--- src/rtl/alu_pipe.sv ---
// alu_pipe: two-stage valid/ready pipelined ALU with status flags and a saturating delivered-op counter.
module alu_pipe #(
  parameter int WIDTH = 8,
  parameter int CNT_W = 16
) (
  input  logic             clk,
  input  logic             rst_n,
  input  logic             in_valid,
  output logic             in_ready,
  input  logic [WIDTH-1:0] data_a,
  input  logic [WIDTH-1:0] data_b,
  input  logic [2:0]       alu_op,
  output logic             out_valid,
  input  logic             out_ready,
  output logic [WIDTH-1:0] alu_result,
  output logic             flag_z,
  output logic             flag_n,
  output logic             flag_c,
  output logic             flag_v,
  output logic             flag_err,
  output logic [CNT_W-1:0] op_count
);
  localparam int SW = $clog2(WIDTH);
  typedef enum logic [2:0] {
    OP_ADD, OP_SUB, OP_AND, OP_OR, OP_XOR, OP_SHL, OP_SHR, OP_ILL
  } op_e;
  logic             s1_valid_q;
  logic [WIDTH-1:0] a_q, b_q;
  op_e              op_q;
  logic             s2_free, s1_adv, in_xfer, out_xfer;
  logic [SW-1:0]    sh;
  logic [WIDTH:0]   sum, diff, shl, shr;
  logic [WIDTH-1:0] res_d;
  logic             c_d, v_d, err_d;
  assign s2_free  = !out_valid || out_ready;
  assign s1_adv   = s1_valid_q && s2_free;
  assign in_ready = !s1_valid_q || s1_adv;
  assign in_xfer  = in_valid && in_ready;
  assign out_xfer = out_valid && out_ready;
  // Shifts run one bit wider so the last bit shifted out lands in the extra bit; amount 0 leaves it 0.
  always_comb begin
    sh    = b_q[SW-1:0];
    sum   = {1'b0, a_q} + {1'b0, b_q};
    diff  = {1'b0, a_q} - {1'b0, b_q};
    shl   = {1'b0, a_q} << sh;
    shr   = {a_q, 1'b0} >> sh;
    res_d = '0;
    c_d   = 1'b0;
    v_d   = 1'b0;
    err_d = 1'b0;
    case (op_q)
      OP_ADD: begin
        res_d = sum[WIDTH-1:0];
        c_d   = sum[WIDTH];
        v_d   = (a_q[WIDTH-1] == b_q[WIDTH-1]) && (sum[WIDTH-1] != a_q[WIDTH-1]);
      end
      OP_SUB: begin
        res_d = diff[WIDTH-1:0];
        c_d   = diff[WIDTH];
        v_d   = (a_q[WIDTH-1] != b_q[WIDTH-1]) && (diff[WIDTH-1] != a_q[WIDTH-1]);
      end
      OP_AND: res_d = a_q & b_q;
      OP_OR:  res_d = a_q | b_q;
      OP_XOR: res_d = a_q ^ b_q;
      OP_SHL: begin
        res_d = shl[WIDTH-1:0];
        c_d   = shl[WIDTH];
      end
      OP_SHR: begin
        res_d = shr[WIDTH:1];
        c_d   = shr[0];
      end
      OP_ILL: err_d = 1'b1;
    endcase
  end
  always_ff @(posedge clk) begin
    if (!rst_n) begin
      s1_valid_q <= 1'b0;
      a_q        <= '0;
      b_q        <= '0;
      op_q       <= OP_ADD;
      out_valid  <= 1'b0;
      alu_result <= '0;
      flag_z     <= 1'b0;
      flag_n     <= 1'b0;
      flag_c     <= 1'b0;
      flag_v     <= 1'b0;
      flag_err   <= 1'b0;
      op_count   <= '0;
    end else begin
      if (in_ready) s1_valid_q <= in_valid;
      if (in_xfer) begin
        a_q  <= data_a;
        b_q  <= data_b;
        op_q <= op_e'(alu_op);
      end
      if (s2_free) out_valid <= s1_valid_q;
      if (s1_adv) begin
        alu_result <= res_d;
        flag_z     <= res_d == '0;
        flag_n     <= res_d[WIDTH-1];
        flag_c     <= c_d;
        flag_v     <= v_d;
        flag_err   <= err_d;
      end
      if (out_xfer && !(&op_count)) op_count <= op_count + 1'b1;
    end
  end
endmodule

--- config.mk ---
export PLATFORM = sky130hd
export DESIGN_NAME = alu_pipe
export DESIGN_NICKNAME = d
export VERILOG_FILES = /design/src/rtl/alu_pipe.sv
export SDC_FILE = /design/constraint.sdc
export NUM_CORES = 1
export LEC_CHECK = 0
export BUFFER_PORTS_ARGS = -buffer_cell sky130_fd_sc_hd__buf_4
export CELL_PAD_IN_SITES_DETAIL_PLACEMENT = 1
export CELL_PAD_IN_SITES_GLOBAL_PLACEMENT = 2
export CORE_UTILIZATION = 34
export CTS_CLUSTER_DIAMETER = 120
export DETAILED_ROUTE_END_ITERATION = 12
export PLACE_DENSITY_LB_ADDON = 0.1
export SKIP_LAST_GASP = 1
export SYNTH_ARGS = -nofsm -noshare
export SYNTH_HDL_FRONTEND = slang
export SYNTH_SLANG_ARGS = --single-unit
export TNS_END_PERCENT = 50
--- constraint.sdc ---
create_clock -name clk -period 3.8 [get_ports clk]
set_input_delay 0.57 -clock clk [delete_from_list [all_inputs] [get_ports clk]]
set_output_delay 0.57 -clock clk [all_outputs]
set_load 0.005 [all_outputs]
-- Word-level counts from Yosys, hierarchy flattened
Cells that the tools add are included.
- add/sub/neg operators: 3
- equal/unequal tests: 11
- shift-type cells: 2
- mux-type cells: 4
- bitwise logic cells: 3
- reduce and logical (&&, ||, !) cells: 14
- operators with widths (kind ; number):
    $pmux W8 S7 ; 1
    $add A16 B1 Y16 const B ; 1
    $reduce_and A16 Y1 ; 1
    $eq A3 B3 Y1 const B ; 4
    $add A8 B8 Y9 ; 1
    $shl A8 B3 Y9 ; 1
    $shr A9 B3 Y9 ; 1
    $sub A8 B8 Y9 ; 1
    $and A8 B8 Y8 ; 1
    $logic_not A8 Y1 ; 1
    $or A8 B8 Y8 ; 1
    $xor A8 B8 Y8 ; 1
    $eq A3 B2 Y1 const B ; 2
    $logic_and A1 B1 Y1 ; 6
    $pmux W1 S4 ; 1
    $eq A3 B1 Y1 const B ; 1
    $logic_not A1 Y1 ; 3
    $logic_not A3 Y1 ; 1
    $ne A1 B1 Y1 ; 3
    $logic_or A1 B1 Y1 ; 2
    $pmux W1 S2 ; 1
    $eq A1 B1 Y1 ; 1
    $mux W1 ; 1
- register bits: 50
- input bits: 23
- output and inout bits: 31
- logic and storage cells: 49

-- Longest topological paths before layout
- depth after elaboration: 5
- mapped depth: 11
- depth with buffers taken out: 10

-- Worst setup path before layout
OpenSTA, ideal clock, no wires.
- kind: register -> register
- from: register b_q[1]
- to: register alu_result[7]
- setup time: 0.115 ns
- arrival time: 2.526 ns
- required time: 3.685 ns
- setup slack: 1.159 ns
- stages on the path, launching flop included: 12
- path buffers: 2
- clock period less this slack: 2.641 ns
- cell sequence: dfxtp_1 buf_2 buf_2 inv_1 ha_1 o21bai_1 a2111oi_1 nor2_1 xnor2_1 and3_1 a211o_1 o21ba_2
- word-level cells in the longest chain between the ends: 2
- elaborated cells between the ends (all ways): 5
- those cells by class: add/sub (2); shift (2); mux (1)
- ends and longest elaborated chain (item ; RTL line ; text):
    start, declared ; 28 ; logic [WIDTH-1:0] a_q, b_q;
    start signal, assigned ; 94 ; b_q <= data_b;
    $sub A8 B8 Y9, or another cell as far along ; 44 ; diff = {1'b0, a_q} - {1'b0, b_q};
    $pmux W8 S7 * ; 51 ; case (op_q)
    end signal, assigned ; 99 ; alu_result <= res_d;
    end, declared ; 15 ; output logic [WIDTH-1:0] alu_result,
Every way passes the cells marked *; elsewhere a longest branch is shown, timed or not.
A chain may end at the register's enable or synchronous reset.

-- Worst setup path after layout
- from: register b_q[2]
- to: register flag_z
- word-level cells in the longest chain between the ends: 3
- elaborated cells between the ends (all ways): 9
- those cells by class: add/sub (2); shift (2); mux (1); bitwise (3); reduce/logical (1)
- ends and longest elaborated chain (item ; RTL line ; text):
    $sub A8 B8 Y9, or another cell as far along ; 44 ;
    $pmux W8 S7 * ; 51 ;
    $logic_not A8 Y1 * ; 100 ; flag_z <= res_d == '0;
    end signal, assigned ; 84 ; flag_z <= 1'b0;
    end signal, assigned ; 100 ;
    end, declared ; 16 ; output logic flag_z,
Marked as above.

==> run metrics <==
adder-cell share of the synthesized area 10.1%; Initial DRC Count roughly 140; Compound-Gate Fraction of Synth Area between 20 and 25%; Util after Layout 40.5%; hold_ws between 400 and 500 ps; total CTS buffers 5; I/O Buffers 53; IO Pins 54; register bit total from synthesis 49; xor and xnor area share after synthesis just over 5%; Worst Reg-to-Reg Cells 9; Leak 1.64 nW; WP depth 9; RSZ-0062 raised after global routing no; starting density of the core a little over a third; Layout area overhead 15.6%; crit share post-route 79.1%; Die Ht between 100 and 150 µm; core area between 10000 and 15000 µm²; first-pass GRT wire length between 15 and 20 mm; crit-path leading delay family compound AO/OA/AOI/OAI gates; via count between 3000 and 4000; Arr. time, crit path around 3200 ps; final hold vios 0; DRT Wirelength 11.3 mm; crit path capture flag_z; share of layout cells above drive strength 1 between 15 and 20%; Cell variety after synth 60; grt ovf 0; largest net degree at the start of global routing between 40 and 50; slowest CP cell a2111oi_1; syn_area_per_cell between 7 and 8 µm²; worst reg2reg setup slack around 800 ps; Antenna Violating Nets Remaining 0; Post-Syn Nets ~500; Final setup viols 0; DRC viols 0; Via density around 5.4; routed length on met3 roughly 360 µm; Power Dens Cells approximately 290 nW/µm²; clock slew at reported path FFs about 100 ps; Worst Path Buf+Inv 1; gp weighted congestion between 0.8 and 0.9; Cell Chain, Critical Path inv_1 -> ha_1 -> nor3_1 -> a2111oi_1 -> nor2_1 -> xnor2_1 -> and3_1 -> a211o_1 -> o31ai_2; Routed wire per std cell around 18 µm; asr flop ratio synth 0%; Slew @ Worst Pin between 900 and 1000 ps; Post-CTS Setup Bufs 0; root buffer cell clkbuf_8; hold buffer count at cts 0; GRT Total Usage between 20% and 30%; fin. max-slew vios 0; largest family of logic cells by synthesized area simple AND/OR/NAND/NOR gates; R2R Path End flag_z; VDD IR max 148 µV; met2 routed WL around 5.3 mm; crit path kind register to register; Mapped Cells around 460; Slew HR a little over a third; CTS tree yes; max layer used met4; Min-Delay Path Class register to register; WP data required between 4000 and 5000 ps; dpl ws around 800 ps; crit-path max cell delay approximately 580 ps; worst skew pair latency 310 ps; DP HPWL roughly 8.8 mm; max cap viols 0; Initial DRT Pass Iterations 4; Final #Nets about 540; CTS HTree Levels 2; clock sinks slightly below 50; Synth Area in Simple Gates approximately 22%; EDFF count, synth 0; die span in x 105 µm; crit path from b_q[2]; Period minus WS final roughly 3000 ps; Crit Path Max Fanout 10; Startpoint Class register; post-layout worst setup margin approximately 800 ps; post-synthesis mux area share 9.31%; status finished, final reports clean; initial antenna violation count 0; max frequency approximately 0.33 GHz; # diodes 0; DIE AREA 11100 µm²; sequential area share after synthesis between 20% and 30%; Critical Path Sink Type register; vias in the first global route approximately 3500; synth warn 0; M1 wire length ~5.5 mm; R2R Path Start b_q[2]; TNS Setup 0 ps; synthesized area 3620 µm²; Clock Path Buffers 2; Resize count post-CTS 0; Primary FF master, synth dfxtp_1; Final Power around 1.2 mW; row cnt 37; clk_skew a little over 3 ps
-- synthesized netlist by cell type (4+ instances only) --
cell | count | share of area [%]
xnor2_1 | 11 | 2.7
a211oi_1 | 12 | 2.5
a21oi_1 | 46 | 6.4
nand2_1 | 67 | 7.0
ha_1 | 26 | 9.0
inv_1 | 25 | 2.6
mux4_1 | 4 | 2.9
nand4_1 | 9 | 1.6
buf_2 | 10 | 1.4
dfxtp_1 | 49 | 27
nor3_1 | 12 | 1.7
nand3_1 | 10 | 1.4
clkbuf_1 | 13 | 1.3
mux4_2 | 4 | 2.5
nor2_1 | 43 | 4.5
nand3b_1 | 4 | 0.83
or3_1 | 5 | 0.87
nor2b_1 | 10 | 1.7
mux2i_1 | 13 | 3.6
o21ai_0 | 11 | 1.5
xor2_1 | 10 | 2.4
-- state kept, by name, summed over array words and instances (netlist names) --
name and cells:
b_q 8, alu_result 8, flag_v 1, s1_valid_q 1
flag_err 1, flag_c 1, a_q 8, op_count 16
op_q 3, flag_z 1, out_valid 1
-- cell usage in the layout, fill, tap and decap left out, types with 5 or more instances in the layout --
cell      count
a21oi_1      46
dfxtp_1      49
mux2i_1      13
a211oi_1     12
nor2b_1      10
xor2_1       10
inv_1        25
or3_1         5
nand3_1      10
buf_4        58
nor2_1       43
clkbuf_8      5
xnor2_1      11
nand2_1      67
nand4_1       9
nor3_1       12
o21ai_0      11
ha_1         26
-- cells by family after synthesis --
group / after synthesis
flops: 49
xor+xnor: 21
mux: 22
buf+inv: 55
compound gates: 108
fa+ha+maj: 28
simple gates: 173
-- layout make-up --
type | instances | area (µm²)
clock inverters | 3 | 21.3
multi-input cells | 352 | 2400
inverters | 27 | 101
flip-flops and latches | 49 | 981
well taps | 136 | 170
repair buffers | 58 | 435
fillers | 1285 | 6140
clock buffers | 5 | 68.8
-- through the flow --
stage | cells | instance area [µm²]
after floorplan | 456 | 3620
after global placement | 622 | 4090
after detailed placement | 622 | 4090
after CTS | 630 | 4180
after global routing | 630 | 4180
final | 630 | 4180
-- worst min-delay path by stage --
| stage | slack, ps | cells after the start | endpoint | startpoint |
|---|---|---|---|---|
| after floorplan | 450 | 2 | flag_err | flag_err |
| after global placement | 440 | 2 | flag_err | flag_err |
| after detailed placement | 450 | 2 | flag_err | flag_err |
| after CTS | 470 | 2 | flag_err | flag_err |
| after global routing | 500 | 3 | b_q[1] | data_b[1] |
| final | 470 | 2 | flag_err | flag_err |
-- report_power, final --
| group | switching [mW] | leakage [nW] | internal (mW) |
|---|---|---|---|
| Clock | 0.197 | 0.0445 | 0.131 |
| Sequential | 0.0404 | 0.400 | 0.534 |
| Combinational | 0.165 | 1.19 | 0.125 |
| Total | 0.402 | 1.64 | 0.790 |
-- routing by layer --
layer,global-route usage [%],vias to the layer above
met5,0,-
met4,4.43,0
met3,2.25,7
met2,35.7,59
met1,29.8,1669
li1,-,1690
-- worst register-to-register path, stage by stage (launching register included) --
cell and delay [ps]:
dfxtp_1 530, inv_1 230, ha_1 510, nor3_1 110, a2111oi_1 580, nor2_1 150
xnor2_1 150, and3_1 180, a211o_1 270, o31ai_2 230
No activity file was read; power rests on OpenSTA's default activity.
